$ cat config.mk
export PLATFORM = sky130hd
export DESIGN_NAME = ps2_scan_rx
export DESIGN_NICKNAME = d
export VERILOG_FILES = /design/src/rtl/ps2_scan_rx.sv
export SDC_FILE = /design/constraint.sdc
export NUM_CORES = 1
export LEC_CHECK = 0
export CAP_MARGIN = 10
export CORE_MARGIN = 1
export CORE_UTILIZATION = 52
export CTS_CLUSTER_DIAMETER = 100
export DETAILED_ROUTE_END_ITERATION = 7
export GPL_ROUTABILITY_DRIVEN = 0
export HOLD_SLACK_MARGIN = 0.02
export PLACE_DENSITY_LB_ADDON = 0.1
export SKIP_LAST_GASP = 1
export SLEW_MARGIN = 20
export SYNTH_ARGS = -nofsm -noshare
export SYNTH_HDL_FRONTEND = slang
export SYNTH_SLANG_ARGS = --single-unit
$ cat constraint.sdc
create_clock -name clk -period 2.3 [get_ports clk]
set_input_delay 0.345 -clock clk [delete_from_list [all_inputs] [get_ports clk]]
set_output_delay 0.345 -clock clk [all_outputs]
set_load 0.05 [all_outputs]
$ cat src/rtl/ps2_scan_rx.sv
// rtl/ps2_scan_rx.sv - PS/2 keyboard scan-code receiver with input filtering and prefix stripping
module ps2_scan_rx #(
  parameter int FILTER_LEN  = 8,
  parameter int TIMEOUT_CYC = 5000
) (
  input  logic       clk,
  input  logic       rst_n,
  input  logic       ps2_clk,
  input  logic       ps2_data,
  output logic [7:0] code,
  output logic       code_valid,
  output logic       is_break,
  output logic       is_ext,
  output logic [7:0] last_make,
  output logic       frame_err
);

  localparam int WDW = $clog2(TIMEOUT_CYC + 1);

  typedef enum logic [1:0] {
    S_IDLE,
    S_DATA,
    S_PARITY,
    S_STOP
  } state_e;

  logic           clk_s1_q, clk_s2_q, dat_s1_q, dat_s2_q;
  logic           filt_q, filt_prev_q;
  logic [7:0]     fcnt_q;
  logic           fall, timeout;

  state_e         state_q, state_d;
  logic [2:0]     bit_q, bit_d;
  logic [7:0]     shift_q, shift_d;
  logic           par_q, par_d;
  logic [WDW-1:0] wd_q, wd_d;
  logic           brk_q, brk_d, ext_q, ext_d;
  logic [7:0]     code_q, code_d, lm_q, lm_d;
  logic           cv_q, cv_d, isb_q, isb_d, ise_q, ise_d, fe_q, fe_d;

  // Synchronise both raw lines and debounce the clock line; idle bus is high.
  always_ff @(posedge clk or negedge rst_n) begin
    if (!rst_n) begin
      clk_s1_q    <= 1'b1;
      clk_s2_q    <= 1'b1;
      dat_s1_q    <= 1'b1;
      dat_s2_q    <= 1'b1;
      filt_q      <= 1'b1;
      filt_prev_q <= 1'b1;
      fcnt_q      <= '0;
    end else begin
      clk_s1_q    <= ps2_clk;
      clk_s2_q    <= clk_s1_q;
      dat_s1_q    <= ps2_data;
      dat_s2_q    <= dat_s1_q;
      filt_prev_q <= filt_q;
      if (clk_s2_q == filt_q) begin
        fcnt_q <= '0;
      end else if (fcnt_q == 8'(FILTER_LEN - 1)) begin
        filt_q <= clk_s2_q;
        fcnt_q <= '0;
      end else begin
        fcnt_q <= fcnt_q + 8'd1;
      end
    end
  end

  // Falling edge is seen the cycle after the filtered clock drops; watchdog expiry overrides it.
  assign fall    = filt_prev_q & ~filt_q;
  assign timeout = (state_q != S_IDLE) && (wd_q == WDW'(TIMEOUT_CYC));

  // Frame state and output registers.
  always_ff @(posedge clk or negedge rst_n) begin
    if (!rst_n) begin
      state_q <= S_IDLE;
      bit_q   <= '0;
      shift_q <= '0;
      par_q   <= 1'b0;
      wd_q    <= '0;
      brk_q   <= 1'b0;
      ext_q   <= 1'b0;
      code_q  <= '0;
      lm_q    <= '0;
      cv_q    <= 1'b0;
      isb_q   <= 1'b0;
      ise_q   <= 1'b0;
      fe_q    <= 1'b0;
    end else begin
      state_q <= state_d;
      bit_q   <= bit_d;
      shift_q <= shift_d;
      par_q   <= par_d;
      wd_q    <= wd_d;
      brk_q   <= brk_d;
      ext_q   <= ext_d;
      code_q  <= code_d;
      lm_q    <= lm_d;
      cv_q    <= cv_d;
      isb_q   <= isb_d;
      ise_q   <= ise_d;
      fe_q    <= fe_d;
    end
  end

  // Deframe on filtered falling edges, evaluate at the stop bit, strip E0/F0 prefixes.
  always_comb begin
    state_d = state_q;
    bit_d   = bit_q;
    shift_d = shift_q;
    par_d   = par_q;
    wd_d    = '0;
    brk_d   = brk_q;
    ext_d   = ext_q;
    code_d  = code_q;
    lm_d    = lm_q;
    cv_d    = 1'b0;
    isb_d   = isb_q;
    ise_d   = ise_q;
    fe_d    = 1'b0;

    if (state_q != S_IDLE && !fall) begin
      wd_d = wd_q + WDW'(1);
    end

    if (timeout) begin
      fe_d    = 1'b1;
      state_d = S_IDLE;
      brk_d   = 1'b0;
      ext_d   = 1'b0;
    end else if (fall) begin
      case (state_q)
        S_IDLE: begin
          if (!dat_s2_q) begin
            state_d = S_DATA;
            bit_d   = '0;
          end
        end
        S_DATA: begin
          shift_d = {dat_s2_q, shift_q[7:1]};
          bit_d   = bit_q + 3'd1;
          if (bit_q == 3'd7) begin
            state_d = S_PARITY;
          end
        end
        S_PARITY: begin
          par_d   = dat_s2_q;
          state_d = S_STOP;
        end
        S_STOP: begin
          state_d = S_IDLE;
          if (!((^shift_q ^ par_q) && dat_s2_q)) begin
            fe_d  = 1'b1;
            brk_d = 1'b0;
            ext_d = 1'b0;
          end else if (shift_q == 8'hE0) begin
            ext_d = 1'b1;
          end else if (shift_q == 8'hF0) begin
            brk_d = 1'b1;
          end else begin
            code_d = shift_q;
            cv_d   = 1'b1;
            isb_d  = brk_q;
            ise_d  = ext_q;
            if (!brk_q) begin
              lm_d = shift_q;
            end
            brk_d = 1'b0;
            ext_d = 1'b0;
          end
        end
        default: state_d = S_IDLE;
      endcase
    end
  end

  assign code       = code_q;
  assign code_valid = cv_q;
  assign is_break   = isb_q;
  assign is_ext     = ise_q;
  assign last_make  = lm_q;
  assign frame_err  = fe_q;

endmodule
* Word level (Yosys, flattened, before mapping)
Index checks and enable logic that the tools add are counted.
** Cells by class
- $add $sub $neg :: 3
- Multipliers :: 0
- Divide/modulo/power cells :: 0
- Order comparisons :: 0
- Equality and inequality tests :: 14
- Shift operators :: 0
- Multiplexer cells :: 32
- Bitwise gates (word level) :: 8
- Reductions and logical operators :: 19
** Operators by type and width (number)
- 1-bit 2-to-1 mux :: 22
- 8-bit equality test (second input constant) :: 2
- 8-bit 2-to-1 mux :: 2
- 3-bit AND reduction :: 5
- 13-bit by 1-bit adder with 13-bit output (second input constant) :: 1
- 13-bit equality test (second input constant) :: 1
- 13-bit 2-to-1 mux :: 1
- 3-bit != test (second input constant) :: 3
- 8-bit by 1-bit adder with 8-bit output (second input constant) :: 1
- 8-bit by 3-bit equality test with 1-bit output (second input constant) :: 1
- 2-bit 2-to-1 mux :: 4
- 2-bit case mux with 4 select lines :: 1
- 2-bit nonzero test :: 4
- 8-bit XOR reduction :: 1
- 7-bit AND reduction :: 1
- 1-bit NOT :: 6
- 3-bit case mux with 2 select lines :: 1
- 6-bit AND reduction :: 1
- 2-bit equality test (second input constant) :: 2
- 4-bit != test (second input constant) :: 1
- 4-bit AND reduction :: 1
- 3-bit by 1-bit adder with 3-bit output (second input constant) :: 1
- 3-bit equality test (second input constant) :: 1
- 1-bit logical AND :: 3
- other kinds (9) :: 9
** Word-level totals
- Flip-flop bits (word level) :: 63
- Latch bits :: 0
- Memory bits (writable) :: 0
- ROM bits :: 0
- Output and inout bits :: 20
- Word-level logic and storage cells :: 96
- Memories :: 0

* Logic depth before layout (Yosys ltp)
Gate-level depths: netlist (run 1).
- Depth after elaboration :: 7
- Mapped depth :: 8

* Least setup slack after synthesis (run 1)
Ideal clock, no wire load.
- Kind :: register to register
- From :: register state_q[0]
- To :: register code_q[1] (netlist: code[1])
- Library setup time :: 0.125 ns
- Arrival time :: 2.136 ns
- Path slack :: 0.039 ns
- Stages on the path, launching flop included :: 8
- Period minus slack after synthesis :: 2.261 ns
- Path through :: dfrtp_1 inv_1 ha_1 or3b_2 o41ai_4 nor3_2 buf_6 mux2_4
** On the way
- Word-level cells in the longest chain between the ends :: 4
** RTL lines
- start, declared :: RTL line 32 : state_e state_q, state_d;
- start signal, assigned :: RTL line 89 : state_q <= state_d;
- 2-bit nonzero test :: RTL line 70 : assign timeout = (state_q != S_IDLE) && (wd_q == WDW'(TIMEOUT_CYC));
- 1-bit logical AND :: RTL line 70
- 1-bit NOT (no line)
- 6-bit AND reduction (no line) (*)
- end signal, assigned :: RTL line 96 : code_q <= code_d;
- end, declared :: RTL line 38 : logic [7:0] code_q, code_d, lm_q, lm_d;
Mark *: on every way between the ends. The rest lies on a longest branch, timed or not.
A chain may end at the register's enable or synchronous reset.

* Final worst setup path (run 1)
- From :: register state_q[0]
- To :: register code_q[0] (netlist: code[0])
The elaborated chain is that of the path after synthesis.

==> results of run 1 <==
## cell usage after synthesis, drive strengths merged
cell	n
nand3	9
nand2b	2
o2bb2ai	3
nor2b	2
xor2	12
nor3b	1
nor3	3
or4b	1
nand4	4
a31oi	2
and4b	1
o21ba	1
nand3b	1
or3	3
nor4	3
and3	2
dfrtp	57
o211ai	3
xnor3	1
nand4bb	1
o41ai	1
dfstp	6
mux2	24
nand2	18
a21o	1
or2	1
ha	15
a31o	1
clkbuf	1
or3b	1
or4	1
inv	14
o21ai	8
a32o	1
and4	1
o221ai	1
a21oi	5
nor2	23
xnor2	6
buf	3
## what timing repair did
item / 4_1_cts / 5_1_grt
endpoints found under the hold margin: 13 / 0
endpoints found under the setup margin: 17 / 32
hold buffers: 1 / 0
setup buffers: 4 / 2
cloned: 0 / 0
pin swaps: 3 / 4
resized for setup: 3 / 3
## through the flow
step | util [%] | hold WS [ns] | setup WS, ns | power (uW)
after CTS | 67.34 | 0.3555 | 0.005127 | 2876
after floorplan | - | 0.04941 | 0.03912 | 1728
final | 67.89 | 0.3546 | 0.09801 | 2851
after global placement | 63.12 | 0.3456 | -0.3394 | 1963
after detailed placement | 63.12 | 0.3470 | -0.4181 | 1975
after global routing | 67.89 | 0.3583 | 0.03318 | 3030
## power groups by stage
stage | clock network (uW) | logic (uW) | registers (uW)
2_1_floorplan | 0 | 419 | 1310
3_3_place_gp | 0 | 671 | 1290
3_5_place_dp | 0 | 675 | 1300
4_1_cts | 877 | 721 | 1280
5_1_grt | 918 | 822 | 1290
6_report | 840 | 733 | 1280
## flip-flops by register name, indices dropped and copies added, names as in the netlist, 2 cells and up
name / flops
fcnt_q: 8
state_q: 2
last_make: 8
bit_q: 3
wd_q: 13
shift_q: 8
code: 8
## metal layers
| layer | track usage (%) | vias to the layer above | part of all wire (%) |
|---|---|---|---|
| li1 | - | 981 | - |
| met1 | 28.52 | 946 | 52 |
| met2 | 29.29 | 26 | 43 |
| met3 | 4.118 | 7 | 3.6 |
| met4 | 10.75 | 0 | 1.5 |
| met5 | 0 | - | 0 |
## cell type report
class	count	area share, %
clock buffer	13	4.225
clock inverter	3	0.4657
inverter	14	1.397
multi-input combinational	163	35.63
sequential	63	42.12
tap	72	2.395
timing repair buffer	59	13.77
## logic make-up (layout without fill, tap and decap cells)
logic type / count (synthesis) / in the layout
AOI/OAI and AO/OA: 27 / 27
xor gates and xnor gates: 19 / 19
adders and majority gates: 15 / 15
buffers and inverters: 18 / 89
DFF: 63 / 63
muxes: 24 / 24
and+or+nand+nor: 78 / 78
## worst register-to-register path: stages, from the launching register on
cell	delay (ns)
dfrtp_1	0.35
inv_1	0.06
ha_1	0.21
or3b_4	0.43
o41ai_4	0.34
buf_6	0.17
nor3_4	0.05
buf_4	0.18
mux2_1	0.30
## cell usage in the layout, fill, tap and decap left out, types with 2 or more instances in the layout
cell	Yosys	routed
dfstp_2	6	6
a31oi_1	2	2
clkbuf_8	0	11
mux2_4	9	9
xor2_1	12	12
o21ai_0	8	8
o2bb2ai_1	3	3
clkbuf_1	1	2
buf_6	1	2
buf_4	0	32
nor2_1	23	23
nand2b_1	2	2
dfrtp_1	57	57
nand2_1	18	18
nand4_1	4	4
xnor2_1	6	5
mux2_1	3	3
nor4_4	1	2
ha_1	15	15
o211ai_1	3	3
inv_1	14	14
nor2b_1	2	2
or3_1	3	3
a21oi_1	5	5
clkinv_2	0	2
clkdlybuf4s50_1	0	22
and3_1	2	2
nand3_1	9	9
mux2_2	12	12
## final timing paths
check                                            to  depth (start not counted)
worst max-delay path            code[0]$_DFFE_PN0P_                          8
worst min-delay path             clk_s2_q$_DFF_PN1_                          0
worst max register to register  code[0]$_DFFE_PN0P_                          8
worst min register to register   clk_s2_q$_DFF_PN1_                          0
max in group asynchronous        filt_q$_DFFE_PN1P_                          3
min in group asynchronous         wd_q[5]$_DFF_PN0_                          3
==> impl_metrics.toml, run 1 <==
[run_status]
status = "finished clean"

[setup_path]
worst-path-buf-inv = 3
cp.required_ns = 2.52
startpoint_type = "register"
cp-startpoint = "state_q[0]$_DFFE_PN0P_"
critPathCaptureType = "register"
critPathMaxFanout = 5
crit_family = "simple AND/OR/NAND/NOR gates"
worstPathCellList = "inv_1, ha_1, or3b_4, o41ai_4, buf_6, nor3_4, buf_4, mux2_1"
crit_type = "reg -> reg"
slowest_stage = "or3b_4"
cp_data_arrival_time_ns = 2.42
r2r-start = "state_q[0]$_DFFE_PN0P_"
r2r_slack_ns = 0.1
critical-path-max-stage-delay_ns = 0.43

[clock_network]
clk_latency_ns = 0.33
ctsRootBufferMaster = "clkbuf_8"
cts_max_level = 3
cts.reportedPaths.clkPinSlew_ns = 0.06
cts.sinks = 63
cts_tree = "yes"
cts_max_path_buffers = 2
numCtsBuffers = 9

[min_path]
hold_class = "reg -> reg"
holdCritStartpoint = "clk_s1_q$_DFF_PN1_"

[floorplan]
die_w_um = 77.84
coreArea_sq_um = 5540
io_pins = 24
die_h_um = 77.84
initial_utilization_pct = 53.97
die_area_sq_um = 6058
rows = 27

[yosys]
synth_top_family_by_area = "simple AND/OR/NAND/NOR gates"
syn_area_sq_um = 2990
yosys.area.top_type_share_pct = 47.70
syn-instance-count = 244
syn_avg_cell_area_sq_um = 12.26
synth_fa_ha_area_share_pct = 6.276
synth_area_leaders = "dfrtp_1, ha_1, dfstp_2"
synthMuxAreaShare_pct = 10.17
yosys.area_share.simple_pct = 14.85
synth_warnings = 0
yosys.area.top_type = "dfrtp_1"
synth_xor_area_share_pct = 6.025
synth_compound_area_share_pct = 6.653
synth.yosys.seq_area_share_pct = 52.97
ys_ff_latch = 63
synthesis.nets = 263
synthDistinctLibCells = 47

[final_layout]
syn_to_final_growth_pct = 25.77
n_antenna_cell = 0
nNetsFinal = 329
stdcell_area_sq_um = 3761
nFillCells = 443
drive_gt1_share_pct = 28.25
layout.area.seq_sq_um = 1584
fin_cells = 387
multi_input_area_sq_um = 1340

[route]
vias = 1960
ant_nets = 0
drc = 0
drtIter0Drc = 83
vias_per_cell = 5.065
wire_per_inst_um = 13.44
wl_mm = 5.201
drt_pass1_iterations = 4

[timing]
setup_tns_ns = 0
max_freq_ghz = 0.4541
finalCriticalPeriod_ns = 2.202
post-route-period-util_pct = 95.74
final-hold-violation-count = 0
finalClockSkew_ns = 0.009525
final-max-slew-violation-count = 0
grt_setup_unrepaired = "no"
relSlewSlack_pct = 66.44
tightestPinTransition_ns = 0.5018
setup_viol = 0

[placed_design]
placed_area_sq_um = 3497
portBuffers = 23
dp.cells = 364
hpwl_mm = 3.522

[global_route]
grt_use_total_pct = 20.22
grt_overflow_total = 0
grt_antenna_before_repair = 0
grt_start_max_net_pins = 64
grt_pass1_wl_mm = 9.301
first_global_vias = 1990

[pwr]
seqPwrFrac_pct = 44.8
p_comb_share_pct = 25.7
p_sw_share_pct = 30.07
powerDensity_nw_per_um2 = 758.1
p_leak_uw = 0.001798
intPower_uw = 1994
max-vdd-ir-drop_uv = 468.7
p_clk_share_pct = 29.5
p_switching_uw = 857.6

[job]
maxCapViolCount = 0
No activity file was read; power rests on OpenSTA's default activity.
==> run 2: changes to the inputs <==
--- a/config.mk
+++ b/config.mk
@@ -7,14 +7,14 @@
 export LEC_CHECK = 0
 export CAP_MARGIN = 10
 export CORE_MARGIN = 1
-export CORE_UTILIZATION = 52
+export CORE_UTILIZATION = 61
 export CTS_CLUSTER_DIAMETER = 100
 export DETAILED_ROUTE_END_ITERATION = 7
 export GPL_ROUTABILITY_DRIVEN = 0
 export HOLD_SLACK_MARGIN = 0.02
 export PLACE_DENSITY_LB_ADDON = 0.1
 export SKIP_LAST_GASP = 1
-export SLEW_MARGIN = 20
+export SLEW_MARGIN = 25
 export SYNTH_ARGS = -nofsm -noshare
 export SYNTH_HDL_FRONTEND = slang
 export SYNTH_SLANG_ARGS = --single-unit
==> constraint.sdc (replaced) <==
create_clock -name clk -period 2.8 [get_ports clk]
set_input_delay 0.42 -clock clk [delete_from_list [all_inputs] [get_ports clk]]
set_output_delay 0.42 -clock clk [all_outputs]
set_load 0.05 [all_outputs]
==> impl_metrics.toml, run 2 (synthesis results as in run 1) <==
[global_route]
grt_overflow_total = 0
grt_use_total_pct = 22.08
grt_antenna_before_repair = 0
grt_start_max_net_pins = 38
grt_pass1_wl_mm = 8.466
first_global_vias = 1783

[clock_network]
post_cts_buffers = 0
cts.sinks = 63
numCtsBuffers = 9
cts.reportedPaths.clkPinSlew_ns = 0.07
cts_max_level = 3
ctsRootBufferMaster = "clkbuf_8"
cts_tree = "yes"
cts.hold.buffers_added = 0
cts.repair.resized = 0
clk_latency_ns = 0.34
cts_max_path_buffers = 2

[route]
vias_per_cell = 5.454
drt_pass1_iterations = 4
ant_nets = 0
vias = 1909
drc = 0
wire_per_inst_um = 14.25
wl_mm = 4.989
drtIter0Drc = 109

[timing]
tightestPinTransition_ns = 0.6678
post-route-period-util_pct = 91.21
final-hold-violation-count = 0
max_freq_ghz = 0.3915
setup_tns_ns = 0
relSlewSlack_pct = 55.15
finalCriticalPeriod_ns = 2.554
final-max-slew-violation-count = 0
setup_viol = 0
finalClockSkew_ns = 0.004520
holdWs_ns = 0.08513
grt_setup_unrepaired = "no"

[final_layout]
syn_to_final_growth_pct = 16.82
top_register = "wd_q"
n_antenna_cell = 0
drive_gt1_share_pct = 20.14
largest_register_ffs = 13
final_common_cell = "dfrtp_1"
layout_common_cells = "dfrtp_1, nor2_1, clkdlybuf4s50_1, nand2_1, ha_1"
nNetsFinal = 297

[floorplan]
die_h_um = 72.02
die_area_sq_um = 5186
die_w_um = 72.02
initial_utilization_pct = 63.31
io_pins = 24
coreArea_sq_um = 4723
rows = 25

[setup_path]
critPathMaxFanout = 8
cp.required_ns = 3.02
critPathCaptureType = "register"
crit_family = "simple AND/OR/NAND/NOR gates"
crit_type = "reg -> reg"
critical-path-max-stage-delay_ns = 0.65
worstPathCellList = "inv_1, ha_1, xnor3_1, xnor2_1, nor4_4, mux2_2"
slowest_stage = "nor4_4"
worst-path-buf-inv = 1
cp_data_arrival_time_ns = 2.78
startpoint_type = "register"

[job]
maxCapViolCount = 0

[placed_design]
hpwl_mm = 3.435
portBuffers = 23

[min_path]
hold_class = "in -> async"

[pwr]
powerDensity_nw_per_um2 = 649.6
max-vdd-ir-drop_uv = 519.8
p_leak_uw = 0.001624

[run_status]
status = "finished clean"
run 2: stage by stage:
step | setup slack [ns] | utilization, % | total power [uW] | instances | cell area, sq um
3_5_place_dp | 0.2526 | 69.93 | 1527 | 334 | 3303
5_1_grt | 0.1237 | 73.96 | 2395 | 350 | 3493
3_3_place_gp | 0.3139 | 69.93 | 1515 | 334 | 3303
6_report | 0.2460 | 73.96 | 2269 | 350 | 3493
4_1_cts | 0.2372 | 73.96 | 2293 | 350 | 3493
2_1_floorplan | 0.5391 | - | 1419 | 244 | 2990
run 2: cell type report:
cell class	instances	area, sq um
Sequential cell	63	1584
Multi-Input combinational cell	163	1315
Fill cell	315	1230
Timing Repair Buffer	27	267.8
Clock buffer	12	145.1
Tap cell	67	83.83
Inverter	14	52.55
Clock inverter	4	45.04
run 2: final timing paths:
check	slack, ns	cells after the start	endpoint	start
worst max register to register	0.25	6	last_make[7]$_DFFE_PN0P_	shift_q[4]$_DFFE_PN0P_
max in group asynchronous	2.04	2	dat_s1_q$_DFF_PN1_	rst_n
worst min-delay path	0.09	1	wd_q[4]$_DFF_PN0_	rst_n
worst max-delay path	0.25	6	last_make[7]$_DFFE_PN0P_	shift_q[4]$_DFFE_PN0P_
worst min register to register	0.36	0	clk_s2_q$_DFF_PN1_	clk_s1_q$_DFF_PN1_
min in group clk	0.36	0	clk_s2_q$_DFF_PN1_	clk_s1_q$_DFF_PN1_
run 2: power by group:
part           leakage, uW  internal, uW  total [uW]  switching, uW
Sequential        0.000852           999        1080           78.1
Combinational     0.000672           169         433            264
Clock             0.000100           431         759            328
Total              0.00162          1600        2270            670
run 2: layer usage:
metal	global-route usage, %	part of all wire, %
met1	31.36	49
met2	31.87	45
met3	7.083	4.2
met4	8.497	1.7
met5	0	0
==> run 3: changes to the inputs <==
--- a/config.mk
+++ b/config.mk
@@ -9,6 +9,7 @@
 export CORE_MARGIN = 1
 export CORE_UTILIZATION = 61
 export CTS_CLUSTER_DIAMETER = 100
+export CTS_CLUSTER_SIZE = 24
 export DETAILED_ROUTE_END_ITERATION = 7
 export GPL_ROUTABILITY_DRIVEN = 0
 export HOLD_SLACK_MARGIN = 0.02
==> results of run 3 <==
Same layout as run 2: the final DEF is identical, and so are final timing and power.
